$ cat src/rtl/sum_burst_pkg.sv
// sum_burst_pkg: shared types, default widths and the accumulator add helper
// for sum_burst_accum.
//
// Build option:
//   SUM_BURST_ACCUM_SAT_EN  defined   -> accumulator saturates at 2^ACC_W-1
//                           undefined -> accumulator wraps modulo 2^ACC_W
// In both cases the returned overflow flag reports a carry out of ACC_W.
package sum_burst_pkg;

    typedef enum logic {
        ACCUM = 1'b0,
        HOLD  = 1'b1
    } burst_state_e;

    localparam int DEF_DATA_W    = 9;
    localparam int DEF_BURST_LEN = 5;
    localparam int DEF_ACC_W     = 12;
    localparam int DEF_CNT_W     = 8;

    // Widest accumulator the helper supports. The result carries one extra
    // bit on top for the overflow flag.
    localparam int MAX_ACC_W = 32;

    // Returns {ovf, sum}; sum is valid in bits [acc_w-1:0], upper bits are 0.
    function automatic logic [MAX_ACC_W:0] add_sat_or_wrap(
        input int unsigned          acc_w,
        input logic [MAX_ACC_W-1:0] acc,
        input logic [MAX_ACC_W-1:0] data
    );
        logic [MAX_ACC_W:0]   full;
        logic [MAX_ACC_W:0]   lim;
        logic                 ovf;
        logic [MAX_ACC_W-1:0] res;
        full = {1'b0, acc} + {1'b0, data};
        lim  = ({{MAX_ACC_W{1'b0}}, 1'b1} << acc_w) - 1'b1;
        ovf  = (full > lim);
`ifdef SUM_BURST_ACCUM_SAT_EN
        res  = ovf ? lim[MAX_ACC_W-1:0] : full[MAX_ACC_W-1:0];
`else
        res  = full[MAX_ACC_W-1:0] & lim[MAX_ACC_W-1:0];
`endif
        return {ovf, res};
    endfunction

endpackage

$ cat src/rtl/sum_burst_accum.sv
// sum_burst_accum: accumulates BURST_LEN adder results (carry in the MSB),
// counts carry-set samples and presents the burst summary on a valid/ready
// output. A flush closes a partial burst early.
//
// Ports:
//   clk, clear_n                 clock (rising edge), async active-low reset
//   in_valid/in_ready/in_data    upstream sum stream, in_data[DATA_W-1] = carry
//   flush                        close the current partial burst
//   out_valid/out_ready          burst result handshake
//   out_sum, out_carry_cnt,      burst total, carry count, sample count,
//   out_count, out_ovf           accumulator overflow flag
//
// Build option: SUM_BURST_ACCUM_SAT_EN selects saturating accumulation
// (see sum_burst_pkg::add_sat_or_wrap); default is modulo wrap.
import sum_burst_pkg::*;

module sum_burst_accum #(
    parameter int DATA_W    = DEF_DATA_W,
    parameter int BURST_LEN = DEF_BURST_LEN,  // 1..255
    parameter int ACC_W     = DEF_ACC_W,      // DATA_W..MAX_ACC_W-1
    parameter int CNT_W     = DEF_CNT_W
) (
    input  logic              clk,
    input  logic              clear_n,
    input  logic              in_valid,
    input  logic [DATA_W-1:0] in_data,
    output logic              in_ready,
    input  logic              flush,
    output logic              out_valid,
    input  logic              out_ready,
    output logic [ACC_W-1:0]  out_sum,
    output logic [CNT_W-1:0]  out_carry_cnt,
    output logic [CNT_W-1:0]  out_count,
    output logic              out_ovf
);

    burst_state_e     state_q, state_nx;
    logic [ACC_W-1:0] acc_q, acc_nx;
    logic [CNT_W-1:0] cnt_q, cnt_nx;
    logic [CNT_W-1:0] carry_q, carry_nx;
    logic             ovf_q, ovf_nx;

    logic               accept;
    logic               close;
    logic               release_hold;
    logic [MAX_ACC_W:0] add_r;
    logic               unused_add_hi;

    // Gate with clear_n so upstream never sees ready while in reset.
    assign in_ready     = clear_n && (state_q == ACCUM);
    assign out_valid    = (state_q == HOLD);
    assign accept       = in_valid && in_ready;
    assign release_hold = out_valid && out_ready;

    assign add_r = add_sat_or_wrap(ACC_W, MAX_ACC_W'(acc_q), MAX_ACC_W'(in_data));
    // Bits above ACC_W are always zero from the helper.
    assign unused_add_hi = ^add_r[MAX_ACC_W-1:ACC_W];

    // Post-update values: these are what a closing burst publishes.
    always_comb begin
        acc_nx   = acc_q;
        cnt_nx   = cnt_q;
        carry_nx = carry_q;
        ovf_nx   = ovf_q;
        if (accept) begin
            acc_nx   = add_r[ACC_W-1:0];
            cnt_nx   = cnt_q + 1'b1;
            carry_nx = carry_q + CNT_W'(in_data[DATA_W-1]);
            ovf_nx   = ovf_q | add_r[MAX_ACC_W];
        end
    end

    always_comb begin
        close = 1'b0;
        if (state_q == ACCUM) begin
            close = (accept && (cnt_nx == CNT_W'(BURST_LEN)))
                 || (flush && ((cnt_q != '0) || accept));
        end
    end

    always_comb begin
        state_nx = state_q;
        case (state_q)
            ACCUM:   if (close)        state_nx = HOLD;
            HOLD:    if (release_hold) state_nx = ACCUM;
            default:                   state_nx = ACCUM;
        endcase
    end

    always_ff @(posedge clk or negedge clear_n) begin
        if (!clear_n) begin
            state_q <= ACCUM;
        end else begin
            state_q <= state_nx;
        end
    end

    always_ff @(posedge clk or negedge clear_n) begin
        if (!clear_n) begin
            acc_q   <= '0;
            cnt_q   <= '0;
            carry_q <= '0;
            ovf_q   <= 1'b0;
        end else if (release_hold) begin
            acc_q   <= '0;
            cnt_q   <= '0;
            carry_q <= '0;
            ovf_q   <= 1'b0;
        end else begin
            acc_q   <= acc_nx;
            cnt_q   <= cnt_nx;
            carry_q <= carry_nx;
            ovf_q   <= ovf_nx;
        end
    end

    // Result registers only move on a close, so they hold through HOLD.
    always_ff @(posedge clk or negedge clear_n) begin
        if (!clear_n) begin
            out_sum       <= '0;
            out_carry_cnt <= '0;
            out_count     <= '0;
            out_ovf       <= 1'b0;
        end else if (close) begin
            out_sum       <= acc_nx;
            out_carry_cnt <= carry_nx;
            out_count     <= cnt_nx;
            out_ovf       <= ovf_nx;
        end
    end

endmodule
$ cat config.mk
export PLATFORM = sky130hd
export DESIGN_NAME = sum_burst_accum
export DESIGN_NICKNAME = d
export VERILOG_FILES = /design/src/rtl/sum_burst_pkg.sv /design/src/rtl/sum_burst_accum.sv
export SDC_FILE = /design/constraint.sdc
export NUM_CORES = 1
export LEC_CHECK = 0
export CORE_MARGIN = 2
export CORE_UTILIZATION = 55
export CTS_CLUSTER_DIAMETER = 100
export DETAILED_ROUTE_END_ITERATION = 10
export GPL_ROUTABILITY_DRIVEN = 0
export PLACE_DENSITY = 0.8
export SLEW_MARGIN = 40
export SYNTH_ARGS = -nofsm -noshare
export SYNTH_HDL_FRONTEND = slang
export SYNTH_SLANG_ARGS = --single-unit
export TNS_END_PERCENT = 50
$ cat constraint.sdc
create_clock -name clk -period 3.1 [get_ports clk]
set_clock_uncertainty 0.1 [all_clocks]
set_input_delay 0.62 -clock clk [delete_from_list [all_inputs] [get_ports clk]]
set_output_delay 0.62 -clock clk [all_outputs]
set_load 0.01 [all_outputs]
==> qor.csv <==
metric,value,unit
wire per inst,16.9,µm
TritonCTS clock tree,yes,
WS Path Type,in -> out,
setup TNS,0,ns
Clock Tree Buf Depth,2,
peak supply drop,0.561,mV
Die Y,80.1,µm
Crit path depth,4,
f_max,365,MHz
CP Max Fanout,9,
worst hold endpoint,out_ovf$_DFFE_PN0P_,
CP peak stage delay,0.54,ns
GRT Total Usage,26.0,%
"Clk Latency, worst-skew pair",0.34,ns
area grow syn2layout,25.0,%
first-pass GRT wire length,12.6,mm
Post-CTS Resized,0,
grt ovf,0,
Netlist cell types,46,
Die ar.,6420,µm²
Root Buffer,clkbuf_8,
Tcrit/Tclk final,88.4,%
total number of vias,2648,
"EDFF count, synth",0,
H-tree depth,3,
first drt pass iteration count,4,
synth warn,0,
Placed Cells,418,
clock sink count,59,
NumNets Final,386,
num rows,27,
Buffers on Ports,44,
RSZ-0062 raised after global routing,false,
"Async S/R FF share, synth",100,%
Slew @ Worst Pin,0.512,ns
Initial Util,57.5,%
DR vias/cell,6.09,
Setup crit end kind,output pin,
DRC,0,
post-synthesis sequential area ratio,46.3,%
P_leak,1.73,nW
I/O pins,45,
RR Startpoint,acc_q[0]$_DFF_PN0_,
die width,80.1,µm
status,"finished, final reports clean",
type of origin of the critical path,input port,
TritonCTS buffer count,9,
ant diodes,0,
setup bufs post-CTS,0,
Core Region,5540,µm²
syn_nets,333,
max_cap viols,0,
Fin. Hold Viols,0,
"Slowest-stage cell, CP",clkdlybuf4s50_1,
fin crit period,2.74,ns
"FF+latch count, synth",59,
layout cell share with drive strength beyond 1,13.2,%
Hold Path Depth,1,
crit path buf inv count,3,
Slew HR,65.4,%
largest net degree at the start of global routing,43,
power density cells,963,nW/µm²
worst endpoint required time,2.38,ns
critical path arrival,2.02,ns
DRT Wirelength,7.34,mm
antenna violations before repair,0,
"non-filler cells, final",435,
Worst Hold Launch,out_ovf$_DFFE_PN0P_,
initial DRC count,165,
synthesized cell area,3190,µm²
R2R Setup Slk,0.71,ns
Hold Slack,0.395,ns
Synth Area per Inst,10.4,µm²
"CTS clk-pin slew, worst paths",0.07,ns
"delay-heaviest family, CP",buffers and inverters,
"Top FF cell, synth",dfrtp_1,
# setup viols final,0,
synthesized netlist cell count,305,
"Core Util, Final",71.9,%
Slew Limit Fails,0,
Final HPWL DP,4.93,mm
vias in the first global route,2584,
Worst R2R Path Depth,8,
R2R Path End,out_ovf$_DFFE_PN0P_,
critical path launch point,clear_n,
remaining antenna violation count,0,
cells along the critical path,"dlygate4sd3_1, buf_2, nor2b_1, clkdlybuf4s50_1",
Hold WC Path Type,reg -> reg,
[how the worst max path moves through the flow]
| stage | end |
|---|---|
| floorplan | out_ovf$_DFFE_PN0P_ |
| global placement | out_ovf$_DFFE_PN0P_ |
| detailed placement | out_ovf$_DFFE_PN0P_ |
| CTS | in_ready |
| global route | out_sum[6]$_DFFE_PN0P_ |
| finish | in_ready |
[state kept, by name, indices dropped and copies added, names as in the netlist]
signal	count
ovf_q	1
out_count	8
acc_q	12
cnt_q	8
out_sum	12
out_valid	1
out_carry_cnt	8
carry_q	8
out_ovf	1
[logic make-up after synthesis]
logic type / share of synthesized area [%]
xor gates and xnor gates: 3.85
adders and majority gates: 5.73
muxes: 3.26
buffers and inverters: 3.93
DFF: 46.3
AOI/OAI and AO/OA: 23.0
and+or+nand+nor: 13.9
[cell type report]
type / count / area [µm²]
fillers: 414 / 1560
inverters: 7 / 26.3
flip-flops and latches: 59 / 1480
multi-input cells: 221 / 1600
clock inverters: 5 / 85.1
well taps: 72 / 90.1
clock buffers: 11 / 151
repair buffers: 60 / 558
[synth_stat cells, drive strengths merged (2+ instances only)]
library cell / number / area, µm²
dfrtp: 59 / 1480
a211oi: 32 / 240
nor2: 30 / 113
a21oi: 28 / 178
ha: 13 / 163
buf: 12 / 76.3
a31oi: 10 / 62.6
a21o: 8 / 67.6
nand2: 8 / 30.0
nand3: 8 / 40.0
xor2: 8 / 70.1
and3: 7 / 43.8
inv: 7 / 26.3
mux2i: 7 / 70.1
nand4: 7 / 43.8
o21ai: 7 / 35.0
clkbuf: 6 / 22.5
nor3: 6 / 35.0
xnor2: 6 / 52.6
nor2b: 5 / 31.3
a211o: 3 / 26.3
a221oi: 3 / 26.3
mux2: 3 / 33.8
nor3b: 3 / 22.5
o211ai: 3 / 22.5
a311oi: 2 / 41.3
nor4: 2 / 27.5
o21bai: 2 / 15.0
[cells in the final DEF, fill, tap and decap left out, drive strengths merged, types with 6 or more instances in the layout]
master,netlist,layout
a211oi,32,32
a21o,8,8
a21oi,28,28
a31oi,10,10
and3,7,7
buf,12,16
clkbuf,6,11
clkdlybuf4s50,0,43
dfrtp,59,59
ha,13,13
inv,7,7
mux2i,7,7
nand2,8,8
nand3,8,8
nand4,7,7
nor2,30,30
nor3,6,6
o21ai,7,7
xnor2,6,6
xor2,8,8
[where the power goes]
| group | total (mW) | switching (mW) | internal [mW] |
|---|---|---|---|
| logic | 1.75 | 0.887 | 0.864 |
| registers | 1.26 | 0.205 | 1.06 |
| clock network | 0.823 | 0.324 | 0.499 |
| total | 3.84 | 1.42 | 2.42 |
[per-layer routing]
metal	up-vias	global-route usage (%)	part of all wire, %
li1	1252	-	-
met1	1303	35.8	46
met4	0	9.32	1.8
met2	81	40.6	48
met3	12	5.62	4.6
met5	-	0	0
[stage by stage]
step	area, µm²	worst slack (ns)	total power, mW
detailed placement	3740	0.0372	3.01
global route	3980	0.207	4.10
finish	3980	0.361	3.84
global placement	3740	0.0942	2.96
floorplan	3190	0.546	2.32
CTS	3980	0.347	3.85
[timing repair]
| action | CTS | global route |
|---|---|---|
| hold endpoints to repair | 2 | 0 |
| hold buffers | 1 | 0 |
| setup endpoints to repair | 0 | 0 |
No activity file was read; power rests on OpenSTA's default activity.
